<file path="src/rtl/idu_id_if.sv">
// Bus bundle between the decode stage and its neighbours (IF stage register,
// RTU flush/stall sources, and the EX stage consuming the ID/EX register).
interface idu_id_if;
  // Valid-only transfer, no ready: the decode stage accepts inst/inst_pc
  // whenever inst_vld=1 on an edge without y_stall_ctrl or rtu_global_flush.
  // Stall backpressure is global rather than a per-link ready.
  logic        rtu_global_flush;
  logic [63:0] rtu_flush_pc;
  logic        y_stall_ctrl;
  logic        inst_vld;
  logic [63:0] inst_pc;
  logic [31:0] inst;
  logic [63:0] idu_ifu_if_pc;
  logic        idu_ex_vld;
  logic [63:0] idu_ex_pc;
  logic [3:0]  idu_ex_op_class;
  logic [4:0]  idu_ex_rd;
  logic [4:0]  idu_ex_rs1;
  logic [4:0]  idu_ex_rs2;
  logic [2:0]  idu_ex_funct3;
  logic        idu_ex_funct7b5;
  logic [63:0] idu_ex_imm;
  logic        idu_ex_illegal;
  logic        idu_dbg_kill;

  modport master (
    output rtu_global_flush, rtu_flush_pc, y_stall_ctrl, inst_vld, inst_pc, inst,
    input  idu_ifu_if_pc, idu_ex_vld, idu_ex_pc, idu_ex_op_class, idu_ex_rd,
           idu_ex_rs1, idu_ex_rs2, idu_ex_funct3, idu_ex_funct7b5, idu_ex_imm,
           idu_ex_illegal, idu_dbg_kill
  );

  modport slave (
    input  rtu_global_flush, rtu_flush_pc, y_stall_ctrl, inst_vld, inst_pc, inst,
    output idu_ifu_if_pc, idu_ex_vld, idu_ex_pc, idu_ex_op_class, idu_ex_rd,
           idu_ex_rs1, idu_ex_rs2, idu_ex_funct3, idu_ex_funct7b5, idu_ex_imm,
           idu_ex_illegal, idu_dbg_kill
  );
endinterface

</file>
<file path="src/rtl/idu_id.sv">
// RV64I decode stage: owns the fetch PC, registers decoded fields into ID/EX,
// and resolves JAL locally with a one-cycle kill of the wrong-path fetch.
module idu_id #(
  parameter logic [63:0] RESET_PC = 64'h0000_0000_8000_0000
) (
  input logic     clk,
  input logic     rst_clk,
  idu_id_if.slave bus
);

  typedef enum logic {ST_NORMAL = 1'b0, ST_KILL = 1'b1} state_e;

  localparam logic [3:0] OP_ILLEGAL   = 4'd0;
  localparam logic [3:0] OP_LUI       = 4'd1;
  localparam logic [3:0] OP_AUIPC     = 4'd2;
  localparam logic [3:0] OP_JAL       = 4'd3;
  localparam logic [3:0] OP_JALR      = 4'd4;
  localparam logic [3:0] OP_BRANCH    = 4'd5;
  localparam logic [3:0] OP_LOAD      = 4'd6;
  localparam logic [3:0] OP_STORE     = 4'd7;
  localparam logic [3:0] OP_OP_IMM    = 4'd8;
  localparam logic [3:0] OP_OP        = 4'd9;
  localparam logic [3:0] OP_OP_IMM_32 = 4'd10;
  localparam logic [3:0] OP_OP_32     = 4'd11;
  localparam logic [3:0] OP_FENCE     = 4'd12;
  localparam logic [3:0] OP_SYSTEM    = 4'd13;

  state_e      state_q, state_d;
  logic [63:0] pc_q, pc_d;
  logic        ex_vld_q, ex_vld_d;
  logic [63:0] ex_pc_q, ex_pc_d;
  logic [3:0]  ex_op_q, ex_op_d;
  logic [4:0]  ex_rd_q, ex_rd_d;
  logic [4:0]  ex_rs1_q, ex_rs1_d;
  logic [4:0]  ex_rs2_q, ex_rs2_d;
  logic [2:0]  ex_f3_q, ex_f3_d;
  logic        ex_f7b5_q, ex_f7b5_d;
  logic [63:0] ex_imm_q, ex_imm_d;
  logic        ex_ill_q, ex_ill_d;

  logic [31:0] ins;
  logic [3:0]  dec_op;
  logic [4:0]  dec_rd;
  logic [63:0] dec_imm;
  logic [63:0] imm_i, imm_s, imm_b, imm_u, imm_j;

  assign ins   = bus.inst;
  assign imm_i = {{52{ins[31]}}, ins[31:20]};
  assign imm_s = {{52{ins[31]}}, ins[31:25], ins[11:7]};
  assign imm_b = {{51{ins[31]}}, ins[31], ins[7], ins[30:25], ins[11:8], 1'b0};
  assign imm_u = {{32{ins[31]}}, ins[31:12], 12'b0};
  assign imm_j = {{43{ins[31]}}, ins[31], ins[19:12], ins[20], ins[30:21], 1'b0};

  // Opcode map; anything outside the RV64I base set (or a compressed
  // encoding) falls through to ILLEGAL.
  always_comb begin
    dec_op = OP_ILLEGAL;
    if (ins[1:0] == 2'b11) begin
      case (ins[6:2])
        5'b01101: dec_op = OP_LUI;
        5'b00101: dec_op = OP_AUIPC;
        5'b11011: dec_op = OP_JAL;
        5'b11001: dec_op = OP_JALR;
        5'b11000: dec_op = OP_BRANCH;
        5'b00000: dec_op = OP_LOAD;
        5'b01000: dec_op = OP_STORE;
        5'b00100: dec_op = OP_OP_IMM;
        5'b01100: dec_op = OP_OP;
        5'b00110: dec_op = OP_OP_IMM_32;
        5'b01110: dec_op = OP_OP_32;
        5'b00011: dec_op = OP_FENCE;
        5'b11100: dec_op = OP_SYSTEM;
        default:  dec_op = OP_ILLEGAL;
      endcase
    end
  end

  always_comb begin
    dec_imm = 64'd0;
    dec_rd  = ins[11:7];
    case (dec_op)
      OP_LOAD, OP_OP_IMM, OP_OP_IMM_32, OP_JALR, OP_SYSTEM, OP_FENCE: dec_imm = imm_i;
      OP_STORE:           begin dec_imm = imm_s; dec_rd = 5'd0; end
      OP_BRANCH:          begin dec_imm = imm_b; dec_rd = 5'd0; end
      OP_LUI, OP_AUIPC:   dec_imm = imm_u;
      OP_JAL:             dec_imm = imm_j;
      OP_ILLEGAL:         dec_rd  = 5'd0;
      default:            dec_imm = 64'd0;
    endcase
  end

  // Flush beats stall beats normal; in KILL the presented fetch is discarded.
  always_comb begin
    state_d   = state_q;
    pc_d      = pc_q;
    ex_vld_d  = ex_vld_q;
    ex_pc_d   = ex_pc_q;
    ex_op_d   = ex_op_q;
    ex_rd_d   = ex_rd_q;
    ex_rs1_d  = ex_rs1_q;
    ex_rs2_d  = ex_rs2_q;
    ex_f3_d   = ex_f3_q;
    ex_f7b5_d = ex_f7b5_q;
    ex_imm_d  = ex_imm_q;
    ex_ill_d  = ex_ill_q;
    if (bus.rtu_global_flush) begin
      state_d   = ST_NORMAL;
      pc_d      = bus.rtu_flush_pc;
      ex_vld_d  = 1'b0;
      ex_pc_d   = 64'd0;
      ex_op_d   = 4'd0;
      ex_rd_d   = 5'd0;
      ex_rs1_d  = 5'd0;
      ex_rs2_d  = 5'd0;
      ex_f3_d   = 3'd0;
      ex_f7b5_d = 1'b0;
      ex_imm_d  = 64'd0;
      ex_ill_d  = 1'b0;
    end else if (!bus.y_stall_ctrl) begin
      if (state_q == ST_NORMAL) begin
        ex_vld_d = bus.inst_vld;
        pc_d     = pc_q + 64'd4;
        if (bus.inst_vld) begin
          ex_pc_d   = bus.inst_pc;
          ex_op_d   = dec_op;
          ex_rd_d   = dec_rd;
          ex_rs1_d  = ins[19:15];
          ex_rs2_d  = ins[24:20];
          ex_f3_d   = ins[14:12];
          ex_f7b5_d = ins[30];
          ex_imm_d  = dec_imm;
          ex_ill_d  = (dec_op == OP_ILLEGAL);
          if (dec_op == OP_JAL) begin
            pc_d    = bus.inst_pc + dec_imm;
            state_d = ST_KILL;
          end
        end
      end else begin
        ex_vld_d = 1'b0;
        pc_d     = pc_q + 64'd4;
        state_d  = ST_NORMAL;
      end
    end
  end

  always_ff @(posedge clk) begin
    if (rst_clk) begin
      state_q   <= ST_NORMAL;
      pc_q      <= RESET_PC;
      ex_vld_q  <= 1'b0;
      ex_pc_q   <= 64'd0;
      ex_op_q   <= 4'd0;
      ex_rd_q   <= 5'd0;
      ex_rs1_q  <= 5'd0;
      ex_rs2_q  <= 5'd0;
      ex_f3_q   <= 3'd0;
      ex_f7b5_q <= 1'b0;
      ex_imm_q  <= 64'd0;
      ex_ill_q  <= 1'b0;
    end else begin
      state_q   <= state_d;
      pc_q      <= pc_d;
      ex_vld_q  <= ex_vld_d;
      ex_pc_q   <= ex_pc_d;
      ex_op_q   <= ex_op_d;
      ex_rd_q   <= ex_rd_d;
      ex_rs1_q  <= ex_rs1_d;
      ex_rs2_q  <= ex_rs2_d;
      ex_f3_q   <= ex_f3_d;
      ex_f7b5_q <= ex_f7b5_d;
      ex_imm_q  <= ex_imm_d;
      ex_ill_q  <= ex_ill_d;
    end
  end

  assign bus.idu_ifu_if_pc   = pc_q;
  assign bus.idu_ex_vld      = ex_vld_q;
  assign bus.idu_ex_pc       = ex_pc_q;
  assign bus.idu_ex_op_class = ex_op_q;
  assign bus.idu_ex_rd       = ex_rd_q;
  assign bus.idu_ex_rs1      = ex_rs1_q;
  assign bus.idu_ex_rs2      = ex_rs2_q;
  assign bus.idu_ex_funct3   = ex_f3_q;
  assign bus.idu_ex_funct7b5 = ex_f7b5_q;
  assign bus.idu_ex_imm      = ex_imm_q;
  assign bus.idu_ex_illegal  = ex_ill_q;
  assign bus.idu_dbg_kill    = (state_q == ST_KILL);

endmodule

</file>
<file path="src/flat_wrapper.sv">
// flat-port wrapper written by rule: the top's interface ports become plain ports
module idu_id_flat 
#(
  parameter logic [63:0] RESET_PC = 64'h0000_0000_8000_0000
)
  (clk, rst_clk, bus_rtu_global_flush, bus_rtu_flush_pc, bus_y_stall_ctrl, bus_inst_vld, bus_inst_pc, bus_inst, bus_idu_ifu_if_pc, bus_idu_ex_vld, bus_idu_ex_pc, bus_idu_ex_op_class, bus_idu_ex_rd, bus_idu_ex_rs1, bus_idu_ex_rs2, bus_idu_ex_funct3, bus_idu_ex_funct7b5, bus_idu_ex_imm, bus_idu_ex_illegal, bus_idu_dbg_kill);
  idu_id_if bus_i ();
  input logic clk;
  input logic rst_clk;
  input wire logic [$bits(bus_i.rtu_global_flush)-1:0] bus_rtu_global_flush;
  input wire logic [$bits(bus_i.rtu_flush_pc)-1:0] bus_rtu_flush_pc;
  input wire logic [$bits(bus_i.y_stall_ctrl)-1:0] bus_y_stall_ctrl;
  input wire logic [$bits(bus_i.inst_vld)-1:0] bus_inst_vld;
  input wire logic [$bits(bus_i.inst_pc)-1:0] bus_inst_pc;
  input wire logic [$bits(bus_i.inst)-1:0] bus_inst;
  output wire logic [$bits(bus_i.idu_ifu_if_pc)-1:0] bus_idu_ifu_if_pc;
  output wire logic [$bits(bus_i.idu_ex_vld)-1:0] bus_idu_ex_vld;
  output wire logic [$bits(bus_i.idu_ex_pc)-1:0] bus_idu_ex_pc;
  output wire logic [$bits(bus_i.idu_ex_op_class)-1:0] bus_idu_ex_op_class;
  output wire logic [$bits(bus_i.idu_ex_rd)-1:0] bus_idu_ex_rd;
  output wire logic [$bits(bus_i.idu_ex_rs1)-1:0] bus_idu_ex_rs1;
  output wire logic [$bits(bus_i.idu_ex_rs2)-1:0] bus_idu_ex_rs2;
  output wire logic [$bits(bus_i.idu_ex_funct3)-1:0] bus_idu_ex_funct3;
  output wire logic [$bits(bus_i.idu_ex_funct7b5)-1:0] bus_idu_ex_funct7b5;
  output wire logic [$bits(bus_i.idu_ex_imm)-1:0] bus_idu_ex_imm;
  output wire logic [$bits(bus_i.idu_ex_illegal)-1:0] bus_idu_ex_illegal;
  output wire logic [$bits(bus_i.idu_dbg_kill)-1:0] bus_idu_dbg_kill;
  assign bus_i.rtu_global_flush = bus_rtu_global_flush;
  assign bus_i.rtu_flush_pc = bus_rtu_flush_pc;
  assign bus_i.y_stall_ctrl = bus_y_stall_ctrl;
  assign bus_i.inst_vld = bus_inst_vld;
  assign bus_i.inst_pc = bus_inst_pc;
  assign bus_i.inst = bus_inst;
  assign bus_idu_ifu_if_pc = bus_i.idu_ifu_if_pc;
  assign bus_idu_ex_vld = bus_i.idu_ex_vld;
  assign bus_idu_ex_pc = bus_i.idu_ex_pc;
  assign bus_idu_ex_op_class = bus_i.idu_ex_op_class;
  assign bus_idu_ex_rd = bus_i.idu_ex_rd;
  assign bus_idu_ex_rs1 = bus_i.idu_ex_rs1;
  assign bus_idu_ex_rs2 = bus_i.idu_ex_rs2;
  assign bus_idu_ex_funct3 = bus_i.idu_ex_funct3;
  assign bus_idu_ex_funct7b5 = bus_i.idu_ex_funct7b5;
  assign bus_idu_ex_imm = bus_i.idu_ex_imm;
  assign bus_idu_ex_illegal = bus_i.idu_ex_illegal;
  assign bus_idu_dbg_kill = bus_i.idu_dbg_kill;
  idu_id #(.RESET_PC(RESET_PC)) u_core (.clk(clk), .rst_clk(rst_clk), .bus(bus_i));
endmodule
</file>
<file path="config.mk">
export PLATFORM = sky130hd
export DESIGN_NAME = idu_id_flat
export DESIGN_NICKNAME = d
export VERILOG_FILES = /design/src/rtl/idu_id_if.sv /design/src/rtl/idu_id.sv /design/src/flat_wrapper.sv
export SDC_FILE = /design/constraint.sdc
export NUM_CORES = 1
export LEC_CHECK = 0
export ABC_AREA = 1
export CAP_MARGIN = 20
export CORE_ASPECT_RATIO = 1.5
export CORE_MARGIN = 2
export CORE_UTILIZATION = 40
export CTS_CLUSTER_SIZE = 16
export DETAILED_ROUTE_END_ITERATION = 10
export PLACE_DENSITY = 0.73
export SYNTH_ARGS = -nofsm -noshare
export SYNTH_HDL_FRONTEND = slang
export SYNTH_SLANG_ARGS = --single-unit
</file>
<file path="constraint.sdc">
create_clock -name clk -period 15.66 [get_ports clk]
set_input_delay 3.132 -clock clk [delete_from_list [all_inputs] [get_ports clk]]
set_output_delay 3.132 -clock clk [all_outputs]
set_load 0.005 [all_outputs]
</file>
## After elaboration in Yosys (flattened, before gate mapping)

Memory sizes are Yosys's and may differ from the RTL's.
Index checks and enable logic that the tools add are counted.

- Register bits: 218
- Memory bits (read-only): 128
- Input bits: 165
- Output and inout port bits: 218
- Word-level logic and storage cells: 48
- Memories: 1

Memories:

| memory | depth | width | rd ports | clocked after memory_dff | write ports | RTL line | source |
|---|---|---|---|---|---|---|---|
| (name not given) | 32 | 4 | 1 | 0 | 0 | idu_id.sv:59 | `case (ins[6:2])` |

- $add $sub $neg: 2
- Eq/ne operators: 13
- Muxes and demuxes: 12
- Bitwise gates (word level): 2
- Reduce and logical (&&, ||, !) cells: 6

Operators with widths:

| cell | number |
|---|---|
| $mux W64 | 5 |
| $pmux W64 S5 | 1 |
| $add A64 B3 Y64 const B | 1 |
| $add A64 B64 Y64 | 1 |
| $eq A4 B3 Y1 const B | 4 |
| $eq A4 B4 Y1 const B | 4 |
| $eq A4 B2 Y1 const B | 2 |
| $reduce_or A6 Y1 | 1 |
| $mux W5 | 1 |
| $eq A4 B1 Y1 const B | 1 |
| $logic_not A4 Y1 | 1 |
| $mux W1 | 4 |
| $mux W4 | 1 |
| $reduce_or A2 Y1 | 2 |
| $reduce_and A3 Y1 | 1 |
| $reduce_or A3 Y1 | 1 |
| $eq A2 B2 Y1 const B | 1 |
| $ne A2 B2 Y1 const B | 1 |
| $not A1 Y1 | 2 |

## Longest topological paths before layout

- Word-level depth: 11
- Mapped depth: 38
- Depth with buffers taken out: 38

## Least setup slack after synthesis

Ideal clock, no wire load.

- Kind: in2reg
- Start point: in bus_inst[2]
- End point: reg u_core.pc_q[48], in the netlist u_core.bus.idu_ifu_if_pc[48]
- Library setup time: 128 ps
- Data arrival time: 7179 ps
- Data required time: 15532 ps
- Setup slack: 8354 ps
- Stages: 33
- Buffers on the path: 0
- Cells stage by stage: inv_1 ha_1 inv_1 nand2_1 nand2_1 nand2_1 nand2_1 nand2_1 nand2_2 nand2_1 nand2_1 nand2_2 o21ai_0 ha_1 inv_1 fa_1 inv_1 nand3_1 nand2_1 a21oi_1 o21ai_0 a21boi_0 o21ai_0 inv_1 o21ai_0 a21oi_1 o21ai_1 nand2_1 nand2_1 xor2_1 nand2_1 a21oi_1 nor2_1

- Longest elaborated chain between the ends: 11
- Elaborated cells between the ends (all ways): 22
- Classes of those cells: 1 x add/sub; 11 x eq/ne; 7 x mux; 2 x reduce/logical; 1 x memory

Ends and longest elaborated chain:

| what | RTL line | source |
|---|---|---|
| start, declared | flat_wrapper.sv:15 | `input wire logic [$bits(bus_i.inst)-1:0] bus_inst;` |
| $mem_v2 Z32 W4 * | -- |  |
| $mux W4 * | idu_id.sv:58 | `if (ins[1:0] == 2'b11) begin` |
| $eq A4 B3 Y1 (tied with other cells) | idu_id.sv:81 | `case (dec_op)` |
| $reduce_or A6 Y1 or $reduce_or A2 Y1 (tied branches) | idu_id.sv:81 |  |
| $pmux W64 S5 * | idu_id.sv:81 |  |
| net u_core.dec_imm[0] | idu_id.sv:44 | `logic [63:0] dec_imm;` |
| $add A64 B64 Y64 * | idu_id.sv:134 | `pc_d = bus.inst_pc + dec_imm;` |
| $mux W64 * | idu_id.sv:133 | `if (dec_op == OP_JAL) begin` |
| $mux W64 * | idu_id.sv:123 | `if (bus.inst_vld) begin` |
| $mux W64 * | idu_id.sv:120 | `if (state_q == ST_NORMAL) begin` |
| $mux W64 * | idu_id.sv:119 | `end else if (!bus.y_stall_ctrl) begin` |
| $mux W64 * | idu_id.sv:106 | `if (bus.rtu_global_flush) begin` |
| end signal, assigned | idu_id.sv:162 | `pc_q <= pc_d;` |
| end, declared | idu_id.sv:29 | `logic [63:0] pc_q, pc_d;` |

The timed path passes the listed nets; every way through them passes the cells marked *. The select of a mux whose other input is x is not followed.
A chain may end at the register's enable or synchronous reset.

## Worst setup path after layout

- Start point: in bus_inst[2]
- End point: reg u_core.pc_q[57], in the netlist u_core.bus.idu_ifu_if_pc[57]

Same word-level chain as after synthesis.

==> impl_results.md <==
* Crit path to: u_core.bus.idu_ifu_if_pc[57]$_SDFFE_PP0N_
* Worst r2r dst: u_core.bus.idu_ifu_if_pc[54]$_SDFFE_PP0N_
* Ranking of synthesized cells by area: dfxtp_1 (25%), nand2_1 (15%), inv_1 (7.5%)
* Top cell type's share of synthesized area at 0.255
* Measured slew at the worst slew-check pin at 1.13 ns
* Startpoint Class: primary input
* Design area at 19200 um^2
* Initial antenna violation count at 2
* Global-route wire length before repair at ~98000 um
* FILL cells at 3725
* Placed cell area at 18500 um^2
* Initial DRC count at 1673
* Via count at about 18k
* Wire length per cell at 20.2 um
* DRC at 0
* Worst-path maximum fanout at 6
* CP Buf/Inv Count at 5
* Die area at 38100 um^2
* FMAX at around 0.12 GHz
* CP Data Required Time at 15.99 ns
* Starting Density at 0.407
* Pre-antenna DRT Iters at 6
* Core Box Area at 35900 um^2
* Final Core Density at 0.534
* Worst-path clk slew at ~0.08 ns
* Synthesized area at 14600 um^2
* Setup Crit Path Kind: in2reg
* Synthesis-to-finish area growth at 31.3%
* Max Cap Violations at 0
* Layout Cells excl Fill at 3234
* Met3 routed WL at 4990 um
* RSZ-0062 raised after global routing: no
* Total power at ~1.4 mW
* CP arrival at 8.90 ns
* CP top delay family: compound AO/OA/AOI/OAI gates
* EDFF count, synth at 0
* Leakage at 8.26 nW
* Hold Violations, Final at 0
* Power per cell area at 70.7 nW/um^2
* Cell mode on critical path: nand2_1
* Fraction of registers with async set/reset at 0
* Slowest-stage cell, CP: o21ai_0
* H-Tree Depth at 4
* # setup viols final at 0
* DR WL met2 at 31300 um
* Clock power frac at 0.340
* Status: complete, no violations
* Max-slew violation count at 0
* Post-synthesis sequential area ratio at 0.255
* Synthesized netlist net count at about 2.7k
* Routed metal-1 wirelength at 26500 um
* Synth warn at 0
* Clk sink count at between 150 and 200
* CTS Root Cell: clkbuf_16
* Number of distinct library cells after synthesis at 59
* Die X at 160 um
* Routed vias/inst at 5.54
* Site row count at 85
* Max incr delay on CP at 0.61 ns
* Sw Pwr at 0.499 mW
* R2R depth at 20
* Post-CTS sizing at 0
* P_int at between 0.8 and 0.9 mW
* Setup TNS at 0 ns
* Final WL at 65400 um
* Die H at 238 um
* Period utilization at 0.547
* Levels on crit path at 32
* Pin count of the biggest net entering global routing at 99
* Worst r2r src: u_core.bus.idu_ifu_if_pc[2]$_SDFFE_PP0N_
* Layout cell share with drive strength beyond 1 at 0.0461
* Ys flop type: dfxtp_1
* Clock tree buffer depth at 2
* Number of global-route vias before repair at 16.7k
* DP HPWL at about 52000 um
* Comb pwr share at 0.280
* Internal reg-to-reg setup slack at ~12 ns
* Worst VDD drop at 0.0000569 V
* Post-DRT Antenna Nets at 0
* Final min period at between 8 and 9 ns
* Routability cong. at 1.03
* Hold Slack at 0.470 ns
* Sequential share of power at 0.380
* Setup WS post-layout at 7.09 ns
* Skew final at 0.00934 ns
* Crit. End Element: flip-flop
* Hold Crit Class: reg2reg
* GRT Util Overall at 0.330
* Inst Count DP at 3196
* Max layer used: met4
* Syn_area_per_cell at around 6.0 um^2
* Post-CTS setup buffer count at 0
* CTS tree: done
* Cells after synthesis at 2449
* IO Count at 383
* Cell taking the most area after synthesis: dfxtp_1
* Switch share at 0.367
* Hold_buf cts at 0
* Final nets at between 2k and 3k
* Worst-Skew Late Latency at 0.47 ns
* Synthesis-stage register bit count at 186
* Rel. slew slack at 0.238
* GR Overflow Total at 0
* Dpl ws at slightly below 7 ns
* CP startpoint: bus_inst[2]
* Port buffer count at about 380
* Num CTS Buffers at 17
-- synthesized netlist by cell type (all sizes together) (3+ instances only) --
master    n
o21bai    4
o21ai   211
or2      14
o21a      6
nor2    310
ha       36
a221oi    4
nor4     25
nand4    44
a21oi   164
nand3   175
clkbuf   70
a21boi    4
dfxtp   186
buf      55
o41ai    29
o211ai   23
a31oi    56
o221ai    8
xnor2    10
a211oi   10
nand3b    3
nor3     28
clkinv    4
nand2   613
xor2     32
inv     307
-- kinds of logic (layout without fill, tap and decap cells) --
kind of cell | Yosys count | in the layout | share of synthesized area
simple gates | 1217 | 1217 | 0.356
compound gates | 531 | 531 | 0.209
buf+inv | 436 | 741 | 0.124
flops | 186 | 186 | 0.255
xor+xnor | 42 | 42 | 0.0251
fa+ha+maj | 37 | 37 | 0.0322
other cells | 0 | 2 | 0
-- tightest hold or removal path: cells and delay by family, from the launching register on --
kind / cells / cell delay [ns]
flops: 1 / 0.32
simple gates: 1 / 0.06
compound gates: 1 / 0.05
-- flip-flops by register name, indices dropped and copies added, names as in the netlist --
register	cells
u_core.bus.idu_ex_rd	5
u_core.bus.idu_ex_vld	1
u_core.bus.idu_ex_imm	32
u_core.bus.idu_dbg_kill	1
u_core.bus.idu_ex_funct7b5	1
u_core.bus.idu_ex_rs1	5
u_core.bus.idu_ex_op_class	4
u_core.bus.idu_ex_funct3	3
u_core.bus.idu_ex_rs2	5
u_core.bus.idu_ex_pc	64
u_core.bus.idu_ex_illegal	1
u_core.bus.idu_ifu_if_pc	64
-- placed cells by master (no fill, tap or decap), drive strengths merged, types with 6 or more instances in the layout --
cell type      count
a31oi             56
o21ai            211
nand2            613
nor4              25
ha                36
xnor2             10
dfxtp            186
clkbuf            18
inv              313
buf               17
nand3            175
o21a               6
nand4             44
clkinv            12
xor2              32
a21oi            164
o211ai            23
or2               14
a211oi            10
clkdlybuf4s50    380
nor3              28
nor2             310
o221ai             8
o41ai             29
-- layer usage --
layer  up-vias  global-route usage
met4         0               0.135
met1      8281               0.410
li1       8693                   -
met2       815               0.563
met5         -                   0
met3       134              0.0581
-- power by group through the flow --
stage | clock network (mW) | registers (mW) | logic (mW)
after global placement | 0 | 0.527 | 0.369
after detailed placement | 0 | 0.527 | 0.370
after floorplan | 0 | 0.522 | 0.201
after global routing | 0.485 | 0.518 | 0.413
final | 0.462 | 0.516 | 0.380
after CTS | 0.466 | 0.516 | 0.372
-- worst min-delay path by stage --
stage	slack (ns)	startpoint	to	depth (start not counted)
final	0.47	u_core.bus.idu_ex_pc[10]$_SDFFE_PP0P_	u_core.bus.idu_ex_pc[10]$_SDFFE_PP0P_	2
after global routing	0.49	u_core.bus.idu_ex_vld$_SDFFE_PP0N_	u_core.bus.idu_ex_vld$_SDFFE_PP0N_	2
after CTS	0.47	u_core.bus.idu_ex_vld$_SDFFE_PP0N_	u_core.bus.idu_ex_vld$_SDFFE_PP0N_	2
after detailed placement	0.46	u_core.bus.idu_ex_pc[26]$_SDFFE_PP0P_	u_core.bus.idu_ex_pc[26]$_SDFFE_PP0P_	2
after global placement	0.45	u_core.bus.idu_ex_pc[28]$_SDFFE_PP0P_	u_core.bus.idu_ex_pc[28]$_SDFFE_PP0P_	2
after floorplan	0.46	u_core.bus.idu_ex_pc[10]$_SDFFE_PP0P_	u_core.bus.idu_ex_pc[10]$_SDFFE_PP0P_	2
-- area by class of cell --
| cell class | instances | area (um^2) | area share |
|---|---|---|---|
| Sequential cell | 186 | 3720 | 0.194 |
| Inverter | 311 | 1170 | 0.0608 |
| Timing Repair Buffer | 398 | 3980 | 0.207 |
| Antenna cell | 2 | 5.00 | 0.000261 |
| Clock buffer | 17 | 425 | 0.0221 |
| Tap cell | 478 | 598 | 0.0311 |
| Clock inverter | 15 | 190 | 0.00990 |
| Multi-Input combinational cell | 1827 | 9120 | 0.475 |
(Power assumes the default switching activity.)
